File: src/rtl/mem_access_unit_pkg.sv
// Shared definitions for the load/store unit: FSM states, access sizes,
// exception codes and the latched-operation record.
package mem_access_unit_pkg;

    typedef enum logic [1:0] {ST_IDLE = 2'd0, ST_REQ = 2'd1, ST_RESP = 2'd2, ST_DONE = 2'd3} state_e;
    typedef enum logic [1:0] {SZ_BYTE = 2'd0, SZ_HALF = 2'd1, SZ_WORD = 2'd2, SZ_DWORD = 2'd3} size_e;
    typedef enum logic [1:0] {EXC_NONE = 2'd0, EXC_MISALIGN = 2'd1, EXC_TIMEOUT = 2'd2, EXC_ILLEGAL = 2'd3} exc_e;

    typedef struct packed {
        logic       we;
        size_e      size;
        logic       uns;
        logic [4:0] rd;
    } op_t;

    // Byte-enable pattern of an access before it is shifted to its lane offset.
    function automatic logic [7:0] size_mask(size_e sz);
        case (sz)
            SZ_BYTE: size_mask = 8'h01;
            SZ_HALF: size_mask = 8'h03;
            SZ_WORD: size_mask = 8'h0F;
            default: size_mask = 8'hFF;
        endcase
    endfunction

    function automatic logic misaligned(size_e sz, logic [2:0] a);
        case (sz)
            SZ_HALF:  misaligned = a[0] != 1'b0;
            SZ_WORD:  misaligned = a[1:0] != 2'b00;
            SZ_DWORD: misaligned = a != 3'b000;
            default:  misaligned = 1'b0;
        endcase
    endfunction

endpackage

File: src/rtl/mem_access_unit_if.sv
// Memory request/response channel between the load/store unit and memory.
interface mem_access_unit_if #(
    parameter int ADDR_W = 32,
    parameter int DATA_W = 32
);
    logic                  mem_req;
    logic                  mem_we;
    logic [ADDR_W-1:0]     mem_addr;
    logic [DATA_W/8-1:0]   mem_be;
    logic [DATA_W-1:0]     mem_wdata;
    logic                  mem_gnt;
    logic                  mem_rvalid;
    logic [DATA_W-1:0]     mem_rdata;

    modport master (output mem_req, mem_we, mem_addr, mem_be, mem_wdata,
                    input  mem_gnt, mem_rvalid, mem_rdata);
    modport slave  (input  mem_req, mem_we, mem_addr, mem_be, mem_wdata,
                    output mem_gnt, mem_rvalid, mem_rdata);
endinterface

File: src/rtl/mem_access_unit_load_align.sv
// Load data alignment: shifts the addressed lanes down to bit 0 and
// zero- or sign-extends them to the full data width.
module load_align
    import mem_access_unit_pkg::*;
#(
    parameter int DATA_W = 32
) (
    input  logic [DATA_W-1:0]          rdata,
    input  logic [$clog2(DATA_W/8)-1:0] off,
    input  size_e                      size,
    input  logic                       uns,
    output logic [DATA_W-1:0]          data
);
    logic [DATA_W-1:0] sh;
    logic [DATA_W-1:0] mask;
    logic              sgn;

    always_comb begin
        sh   = rdata >> {off, 3'b000};
        mask = '1;
        sgn  = sh[DATA_W-1];
        case (size)
            SZ_BYTE: begin mask = DATA_W'(8'hFF);         sgn = sh[7];  end
            SZ_HALF: begin mask = DATA_W'(16'hFFFF);      sgn = sh[15]; end
            SZ_WORD: begin mask = DATA_W'(32'hFFFF_FFFF); sgn = sh[31]; end
            default: ;
        endcase
        data = (sh & mask) | ({DATA_W{sgn & ~uns}} & ~mask);
    end
endmodule

File: src/rtl/mem_access_unit.sv
// Load/store unit: checks an EX memory op, runs one bus transaction with a
// grant/response timeout, and returns an aligned writeback result.
module mem_access_unit
    import mem_access_unit_pkg::*;
#(
    parameter int DATA_W  = 32,
    parameter int ADDR_W  = 32,
    parameter int TIMEOUT = 15
) (
    input  logic                clk,
    input  logic                rst,
    input  logic                in_valid,
    input  logic                in_we,
    input  logic [1:0]          in_size,
    input  logic                in_unsigned,
    input  logic [ADDR_W-1:0]   in_addr,
    input  logic [DATA_W-1:0]   in_wdata,
    input  logic [4:0]          in_rd,
    output logic                stallreq,
    mem_access_unit_if.master   mem,
    output logic                wb_valid,
    output logic                wb_we,
    output logic [4:0]          wb_rd,
    output logic [DATA_W-1:0]   wb_data,
    output logic                exc_valid,
    output logic [1:0]          exc_code
);
    localparam int BE_W  = DATA_W / 8;
    localparam int OFF_W = $clog2(BE_W);
    localparam logic [7:0] TMO_LAST = 8'(TIMEOUT - 1);

    state_e              state, state_nx;
    logic [7:0]          wait_cnt;
    op_t                 op;
    logic [ADDR_W-1:0]   addr_q;
    logic [DATA_W-1:0]   wdata_q, wb_data_q, load_data, wdata_rep;
    logic [BE_W-1:0]     be;
    logic [OFF_W-1:0]    off;
    logic                exc_valid_q;
    exc_e                exc_code_q;
    size_e               in_sz;
    logic                in_illegal, in_misal, accept, reject, tmo_hit, resp_take;

    assign in_sz      = size_e'(in_size);
    assign in_illegal = (DATA_W == 32) && (in_sz == SZ_DWORD);
    assign in_misal   = misaligned(in_sz, in_addr[2:0]);
    assign accept     = rst && (state == ST_IDLE) && in_valid && !in_illegal && !in_misal;
    assign reject     = (state == ST_IDLE) && in_valid && (in_illegal || in_misal);
    assign resp_take  = (state == ST_RESP) && mem.mem_rvalid;
    // A grant or response arriving on the last allowed cycle still wins.
    assign tmo_hit    = (wait_cnt == TMO_LAST) &&
                        (((state == ST_REQ) && !mem.mem_gnt) || ((state == ST_RESP) && !mem.mem_rvalid));
    assign off        = addr_q[OFF_W-1:0];

    load_align #(.DATA_W(DATA_W)) u_load_align (
        .rdata (mem.mem_rdata),
        .off   (off),
        .size  (op.size),
        .uns   (op.uns),
        .data  (load_data)
    );

    always_comb begin
        be        = BE_W'(size_mask(op.size)) << off;
        wdata_rep = '0;
        for (int i = 0; i < BE_W; i++) begin
            case (op.size)
                SZ_BYTE: wdata_rep[i*8 +: 8] = wdata_q[7:0];
                SZ_HALF: wdata_rep[i*8 +: 8] = wdata_q[(i % 2)*8 +: 8];
                SZ_WORD: wdata_rep[i*8 +: 8] = wdata_q[(i % 4)*8 +: 8];
                default: wdata_rep[i*8 +: 8] = wdata_q[i*8 +: 8];
            endcase
        end
    end

    always_comb begin
        state_nx       = state;
        stallreq       = 1'b0;
        mem.mem_req    = 1'b0;
        mem.mem_we     = 1'b0;
        mem.mem_addr   = '0;
        mem.mem_be     = '0;
        mem.mem_wdata  = '0;
        wb_valid       = 1'b0;
        wb_we          = 1'b0;
        wb_rd          = '0;
        wb_data        = '0;
        case (state)
            ST_IDLE: if (accept) begin
                state_nx = ST_REQ;
                stallreq = 1'b1;
            end
            ST_REQ: begin
                stallreq      = 1'b1;
                mem.mem_req   = 1'b1;
                mem.mem_we    = op.we;
                mem.mem_addr  = addr_q & ~ADDR_W'(BE_W - 1);
                mem.mem_be    = be;
                mem.mem_wdata = wdata_rep;
                if (mem.mem_gnt) state_nx = op.we ? ST_DONE : ST_RESP;
                else if (tmo_hit) state_nx = ST_IDLE;
            end
            ST_RESP: begin
                stallreq = 1'b1;
                if (mem.mem_rvalid) state_nx = ST_DONE;
                else if (tmo_hit)   state_nx = ST_IDLE;
            end
            ST_DONE: begin
                wb_valid = 1'b1;
                wb_we    = ~op.we;
                wb_rd    = op.rd;
                wb_data  = wb_data_q;
                state_nx = ST_IDLE;
            end
            default: state_nx = ST_IDLE;
        endcase
    end

    always_ff @(posedge clk) begin
        if (!rst) begin
            state       <= ST_IDLE;
            wait_cnt    <= '0;
            op          <= '0;
            addr_q      <= '0;
            wdata_q     <= '0;
            wb_data_q   <= '0;
            exc_valid_q <= 1'b0;
            exc_code_q  <= EXC_NONE;
        end else begin
            state <= state_nx;
            if ((state_nx != state) || !((state == ST_REQ) || (state == ST_RESP))) wait_cnt <= '0;
            else wait_cnt <= wait_cnt + 8'd1;
            exc_valid_q <= 1'b0;
            exc_code_q  <= EXC_NONE;
            if (reject) begin
                exc_valid_q <= 1'b1;
                exc_code_q  <= in_illegal ? EXC_ILLEGAL : EXC_MISALIGN;
            end else if (tmo_hit) begin
                exc_valid_q <= 1'b1;
                exc_code_q  <= EXC_TIMEOUT;
            end
            if (accept) begin
                op        <= '{we: in_we, size: in_sz, uns: in_unsigned, rd: in_rd};
                addr_q    <= in_addr;
                wdata_q   <= in_wdata;
                wb_data_q <= '0;
            end
            if (resp_take) wb_data_q <= load_data;
        end
    end

    assign exc_valid = exc_valid_q;
    assign exc_code  = exc_code_q;
endmodule

File: src/flat_wrapper.sv
// flat-port wrapper written by rule: the top's interface ports become plain ports
module mem_access_unit_flat import mem_access_unit_pkg::*;
#(
    parameter int DATA_W  = 32,
    parameter int ADDR_W  = 32,
    parameter int TIMEOUT = 15
)
  (clk, rst, in_valid, in_we, in_size, in_unsigned, in_addr, in_wdata, in_rd, stallreq, wb_valid, wb_we, wb_rd, wb_data, exc_valid, exc_code, mem_mem_req, mem_mem_we, mem_mem_addr, mem_mem_be, mem_mem_wdata, mem_mem_gnt, mem_mem_rvalid, mem_mem_rdata);
  mem_access_unit_if #(.ADDR_W(ADDR_W), .DATA_W(DATA_W)) mem_i ();
  input  logic clk;
  input  logic rst;
  input  logic in_valid;
  input  logic in_we;
  input  logic [1:0] in_size;
  input  logic in_unsigned;
  input  logic [ADDR_W-1:0] in_addr;
  input  logic [DATA_W-1:0] in_wdata;
  input  logic [4:0] in_rd;
  output logic stallreq;
  output logic wb_valid;
  output logic wb_we;
  output logic [4:0] wb_rd;
  output logic [DATA_W-1:0] wb_data;
  output logic exc_valid;
  output logic [1:0] exc_code;
  output wire logic [$bits(mem_i.mem_req)-1:0] mem_mem_req;
  output wire logic [$bits(mem_i.mem_we)-1:0] mem_mem_we;
  output wire logic [$bits(mem_i.mem_addr)-1:0] mem_mem_addr;
  output wire logic [$bits(mem_i.mem_be)-1:0] mem_mem_be;
  output wire logic [$bits(mem_i.mem_wdata)-1:0] mem_mem_wdata;
  input wire logic [$bits(mem_i.mem_gnt)-1:0] mem_mem_gnt;
  input wire logic [$bits(mem_i.mem_rvalid)-1:0] mem_mem_rvalid;
  input wire logic [$bits(mem_i.mem_rdata)-1:0] mem_mem_rdata;
  assign mem_mem_req = mem_i.mem_req;
  assign mem_mem_we = mem_i.mem_we;
  assign mem_mem_addr = mem_i.mem_addr;
  assign mem_mem_be = mem_i.mem_be;
  assign mem_mem_wdata = mem_i.mem_wdata;
  assign mem_i.mem_gnt = mem_mem_gnt;
  assign mem_i.mem_rvalid = mem_mem_rvalid;
  assign mem_i.mem_rdata = mem_mem_rdata;
  mem_access_unit #(.DATA_W(DATA_W), .ADDR_W(ADDR_W), .TIMEOUT(TIMEOUT)) u_core (.clk(clk), .rst(rst), .in_valid(in_valid), .in_we(in_we), .in_size(in_size), .in_unsigned(in_unsigned), .in_addr(in_addr), .in_wdata(in_wdata), .in_rd(in_rd), .stallreq(stallreq), .mem(mem_i), .wb_valid(wb_valid), .wb_we(wb_we), .wb_rd(wb_rd), .wb_data(wb_data), .exc_valid(exc_valid), .exc_code(exc_code));
endmodule
File: config.mk
export PLATFORM = sky130hd
export DESIGN_NAME = mem_access_unit_flat
export DESIGN_NICKNAME = d
export VERILOG_FILES = /design/src/rtl/mem_access_unit_pkg.sv /design/src/rtl/mem_access_unit_if.sv /design/src/rtl/mem_access_unit_load_align.sv /design/src/rtl/mem_access_unit.sv /design/src/flat_wrapper.sv
export SDC_FILE = /design/constraint.sdc
export NUM_CORES = 1
export LEC_CHECK = 0
export BUFFER_PORTS_ARGS = -buffer_cell sky130_fd_sc_hd__buf_2
export CAP_MARGIN = 20
export CORE_MARGIN = 2
export CORE_UTILIZATION = 52
export CTS_BUF_LIST = sky130_fd_sc_hd__clkbuf_4 sky130_fd_sc_hd__clkbuf_8
export DETAILED_ROUTE_END_ITERATION = 16
export PLACE_DENSITY_LB_ADDON = 0.08
export SLEW_MARGIN = 30
export SYNTH_ARGS = -nofsm -noshare
export SYNTH_HDL_FRONTEND = slang
export SYNTH_SLANG_ARGS = --single-unit
export TNS_END_PERCENT = 10
File: constraint.sdc
create_clock -name clk -period 2.9 [get_ports clk]
set_clock_uncertainty 0.1 [all_clocks]
set_input_delay 0.145 -clock clk [delete_from_list [all_inputs] [get_ports clk]]
set_output_delay 0.145 -clock clk [all_outputs]
set_load 0.02 [all_outputs]
Word level (Yosys, flattened, before mapping)
Cells that the tools add are included.
- shift operators: 2
- order comparisons: 0
- muxes and demuxes: 31
- bitwise logic cells: 8
- reduce and logical (&&, ||, !) cells: 27
- equal/unequal tests: 10
- add/subtract/negate cells: 1
- div/mod/pow operators: 0
- multipliers: 0
- operator list (kind ; count):
    32-bit 2-to-1 mux ; 5
    32-bit bitwise AND ; 2
    32-bit case mux with 2 select lines ; 1
    32-bit inverter ; 1
    32-bit OR ; 1
    32-bit by 5-bit right shift with 32-bit output ; 1
    8-bit 2-to-1 mux ; 2
    8-bit case mux with 2 select lines ; 1
    2-bit 2-to-1 mux ; 7
    4-bit case mux with 3 select lines ; 1
    2-bit equality test, second input constant ; 5
    1-bit logical AND ; 10
    8-bit by 1-bit adder with 8-bit output, second input constant ; 1
    8-bit by 4-bit equality test with 1-bit output, second input constant ; 1
    1-bit 2-to-1 mux ; 8
    2-bit case mux with 4 select lines ; 1
    2-bit by 1-bit equality test with 1-bit output, second input constant ; 3
    2-bit OR reduction ; 3
    1-bit logical NOT ; 5
    5-bit 2-to-1 mux ; 1
    2-bit logical NOT ; 2
    1-bit logical OR ; 4
    4-bit 2-to-1 mux ; 1
    1-bit case mux with 2 select lines ; 2
    other kinds (7) ; 10
- latch bits: 0
- bits in registers: 118
- memories kept: 0
- bits in read-only memories: 0
- input bits: 110
- output and inout bits: 113
- RAM bits: 0

Logic depth before layout (Yosys ltp)
- depth in word-level cells: 10
- gate-level depth with buffers: 8
- gate-level depth less buffers: 6

Modules after synthesis
A second synthesis with hierarchy kept.
- cells, all modules: 844
- area, all modules: 6729.0 um^2
- modules (own cells, without submodules) (module ; seq. area each (um^2) ; cells each ; instances ; area each (um^2)):
    mem_access_unit ; 2362.3 ; 720 ; 1 ; 5804.3
    load_align ; 0.0 ; 124 ; 1 ; 924.6

Worst setup path after synthesis
Ideal clock, no wire load.
- path type: reg-to-reg
- start: register u_core.state[1]
- end: register u_core.wait_cnt[2]
- buffers on the path: 0
- arrival: 1.890 ns
- period minus slack after synthesis: 2.139 ns
- cell stages (with the launch flop): 7
- slack: 0.761 ns
- cell sequence: dfxtp_1 -> inv_1 -> ha_1 -> and2_1 -> a211o_1 -> o32ai_4 -> nor4_1
- word-level cells in the longest chain between the ends: 10
- elaborated cells on any way between the ends: 22
- those cells by class: 4 x eq/ne; 5 x mux; 13 x reduce/logical
- RTL lines (what ; RTL line ; RTL):
    start, declared ; mem_access_unit.sv:32 ; state_e state, state_nx;
    start signal, assigned ; mem_access_unit.sv:130 ; state <= state_nx;
    2-bit by 1-bit equality test with 1-bit output, or another cell as far along ; mem_access_unit.sv:52, mem_access_unit.sv:88, mem_access_unit.sv:131 ;
    1-bit logical AND, on equally long branches ; mem_access_unit.sv:52, mem_access_unit.sv:47 ;
    1-bit logical OR / 1-bit logical AND (equally long branches) ; mem_access_unit.sv:52, mem_access_unit.sv:47 ;
    1-bit logical AND, on equally long branches ; mem_access_unit.sv:51, mem_access_unit.sv:47 ;
    2-bit 2-to-1 mux / 1-bit logical AND (equally long branches) ; mem_access_unit.sv:101, mem_access_unit.sv:106, mem_access_unit.sv:47 ;
    2-bit 2-to-1 mux, on equally long branches ; mem_access_unit.sv:105, mem_access_unit.sv:89, mem_access_unit.sv:100 ;
    2-bit case mux with 4 select lines ; mem_access_unit.sv:88 ; case (state)
    2-bit inequality test ; mem_access_unit.sv:131 ; if ((state_nx != state) || !((state == ST_REQ) || (state == ST_RESP))) wait_cnt <= '0;
    1-bit logical OR (*) ; mem_access_unit.sv:131 ;
    2-bit OR reduction (no line) (*) ; - ;
    end signal, assigned ; mem_access_unit.sv:132 ; else wait_cnt <= wait_cnt + 8'd1;
    end, declared ; mem_access_unit.sv:33 ; logic [7:0] wait_cnt;
Every way passes the cells marked *; elsewhere a longest branch is shown, timed or not.
A chain may end at the register's enable or synchronous reset.

Worst setup path after layout
- start: register u_core.op[7] (netlist name)
- end: output port mem_mem_wdata[8]
- word-level cells in the longest chain between the ends: 3
- RTL lines (what ; RTL line ; RTL):
    start, declared ; mem_access_unit.sv:34 ; op_t op;
    start signal, assigned ; mem_access_unit.sv:143 ; op <= '{we: in_we, size: in_sz, uns: in_unsigned, rd: in_rd};
    2-bit logical NOT ; mem_access_unit.sv:67 ; case (op.size)
    8-bit 2-to-1 mux ; mem_access_unit.sv:67 ;
    32-bit 2-to-1 mux ; mem_access_unit.sv:88 ;
    end, declared ; flat_wrapper.sv:30 ; output wire logic [$bits(mem_i.mem_wdata)-1:0] mem_mem_wdata;
Every way passes these cells.

==> metrics.txt <==
Main synth FF type dfxtp_1; drt wl/cell 16.17 um; Slowest Stage Delay on Critical Path 710 ps; Final Hold Viols 0; GRT overflow 0; Max Cap Violations 0; via/cell ratio 5.414; vias after detailed routing 6,518; Syn Std Cell Area 6380 um^2; Setup Buffers After CTS 0; Antenna Nets Post-Route 0; CTS Root Cell clkbuf_8; CTS buffer count 17; Setup CP Type flop to primary output; area share of the largest cell type after synthesis 0.3703; Lkg Pwr 3.685 nW; post-route setup TNS 0 ps; async set-reset flop share out of synthesis 0; Total GRT Usage 0.2946; I/O pin count 223; row cnt 40; Initial DRT Pass Iterations 5; leading area contributor after synthesis dfxtp_1; Final min period 2606 ps; Worst VDD drop 0.3408 mV; initial DRC count 421; vias in the first global route 6,305; sequential fraction of the synthesis area 0.3703; Die Footprint 13,170 um^2; pre-CTS setup slack 628.0 ps; slowest CP cell dfxtp_1; CP Cell Sequence or2_1 > nand2_1 > a21boi_1 > buf_2; Max-slew headroom 0.3779; CP arrival 2360 ps; H-tree depth 4; DRC viols 0; CTS resizes 0; #FFs+latches synth 118; Req. time, crit path 2650 ps; initial antenna violation count 1; clock tree buffer depth 2; worst hold path type primary input to flop; Crit. End Element primary output; WL final 19,470 um; global-route wire length before repair 30,980 um; Port Buffers 220; Buf/Inv on CP 1; Final period util 0.8988; fillers 924; Cells after Synth 781; fmax 0.3837 GHz; post-DP HPWL 12,620 um; worst-path maximum fanout 18; worst setup margin 293.5 ps; Die Ht 114.8 um; YS warnings 0; clock sinks 118; Core ar. 12,010 um^2; slew of the pin with the lowest slew margin 933.1 ps; TritonCTS clock tree done; final instance area 8650 um^2; Setup violations, final 0; post-place instance area 7475 um^2; gpl congestion 0.8689; Worst-path clk slew 70 ps; CTS Hold Bufs 80; ratio of cells with drive above 1 in the final layout 0.2680; Synth area leaders dfxtp_1 37%, a21boi_1 13%, nand2_1 11%; Syn Area/Cell 8.169 um^2; Final Max Tran Viols 0; PwrDens 520.8 nW/um^2; Top delay family on crit path simple AND/OR/NAND/NOR gates; synth-to-layout area growth 35.58%; Nets 1,162; Synth cell types 53; Non-Filler Instances 1,204; CP Launch Type flop; largest net degree at the start of global routing 112; total power 4.504 mW; Post-synth EDFFs 0; RSZ-0062 raised after global routing no; status complete, no violations; chip width 114.8 um; placed insts 1,093; Initial Util 0.5311; clock latency on the worst-skew pair 430 ps
## report_power, final
group / total (mW) / leakage, nW / internal (mW) / switching (mW)
clock network: 1.42 / 0.200 / 0.803 / 0.618
logic: 1.26 / 2.53 / 0.501 / 0.757
registers: 1.83 / 0.958 / 1.73 / 0.0905
total: 4.50 / 3.68 / 3.04 / 1.47
## worst min-delay path, delay by kind of cell
family / cells / cell delay, ps
AOI/OAI and AO/OA: 2 / 210
buffers and inverters: 1 / 140
## worst paths after layout
kind	startpoint	cells past startpoint	slack (ps)	to
min	mem_mem_rdata[31]	3	20	u_core.wb_data_q[31]
max reg2reg	u_core.state[0]	6	560	u_core.wait_cnt[3]
min reg2reg	u_core.addr_q[8]	2	350	u_core.addr_q[8]
max	u_core.op[7]	4	290	mem_mem_wdata[8]
## final cells by class
type | instances | area (um^2) | share of cell area
Clock buffer | 26 | 326.6 | 0.03775
Tap cell | 147 | 183.9 | 0.02126
Clock inverter | 4 | 45.04 | 0.005208
Sequential cell | 118 | 2364 | 0.2733
Antenna cell | 1 | 2.502 | 0.0002893
Timing Repair Buffer | 311 | 2009 | 0.2323
Inverter | 6 | 22.52 | 0.002604
Multi-Input combinational cell | 591 | 3696 | 0.4273
## state kept, by name, summed over array words and instances, names as in the netlist
signal,count
u_core.exc_code,2
u_core.op,9
u_core.wait_cnt,8
u_core.wb_data_q,32
u_core.addr_q,32
u_core.exc_valid,1
u_core.wdata_q,32
u_core.state,2
## layer usage
metal | share of wire | track usage | vias to the layer above
li1 | - | - | 3174
met1 | 0.42 | 0.3683 | 3067
met2 | 0.50 | 0.4986 | 245
met3 | 0.062 | 0.06747 | 32
met4 | 0.017 | 0.1100 | 0
met5 | 0 | 0 | -
## logic make-up after synthesis
family | synth area share
fa+ha+maj | 0.01373
flops | 0.3703
buf+inv | 0.05256
compound gates | 0.2167
xor+xnor | 0.008237
other cells | 0.0005878
simple gates | 0.2703
mux | 0.06766
## cell usage after synthesis (7+ instances only)
cell type	instances
nor2b_1	10
a32oi_1	8
ha_1	7
nand3b_1	9
mux2i_1	33
o211ai_1	16
and2_1	86
nand2_1	186
nor4_1	8
buf_2	25
nor2_1	14
mux2_2	7
o21ai_0	9
clkbuf_1	35
nand3_1	29
dfxtp_1	118
a31oi_1	8
a21boi_1	114
## through the flow
step / utilization / hold slack [ps]
finish: 0.7201 / 20.13
global route: 0.7201 / 40.86
CTS: 0.7199 / 3.835
detailed placement: 0.6223 / 290.6
global placement: 0.6223 / 283.7
floorplan: - / 179.8
## placed cells by master (no fill, tap or decap), drive strengths merged, types with 17 or more instances in the layout
| cell | count |
|---|---|
| clkbuf | 26 |
| and2 | 87 |
| o211ai | 17 |
| buf | 231 |
| nand3 | 29 |
| mux2i | 33 |
| nand2 | 186 |
| dlygate4sd3 | 80 |
| a21boi | 114 |
| dfxtp | 118 |
No activity file was read; power rests on OpenSTA's default activity.
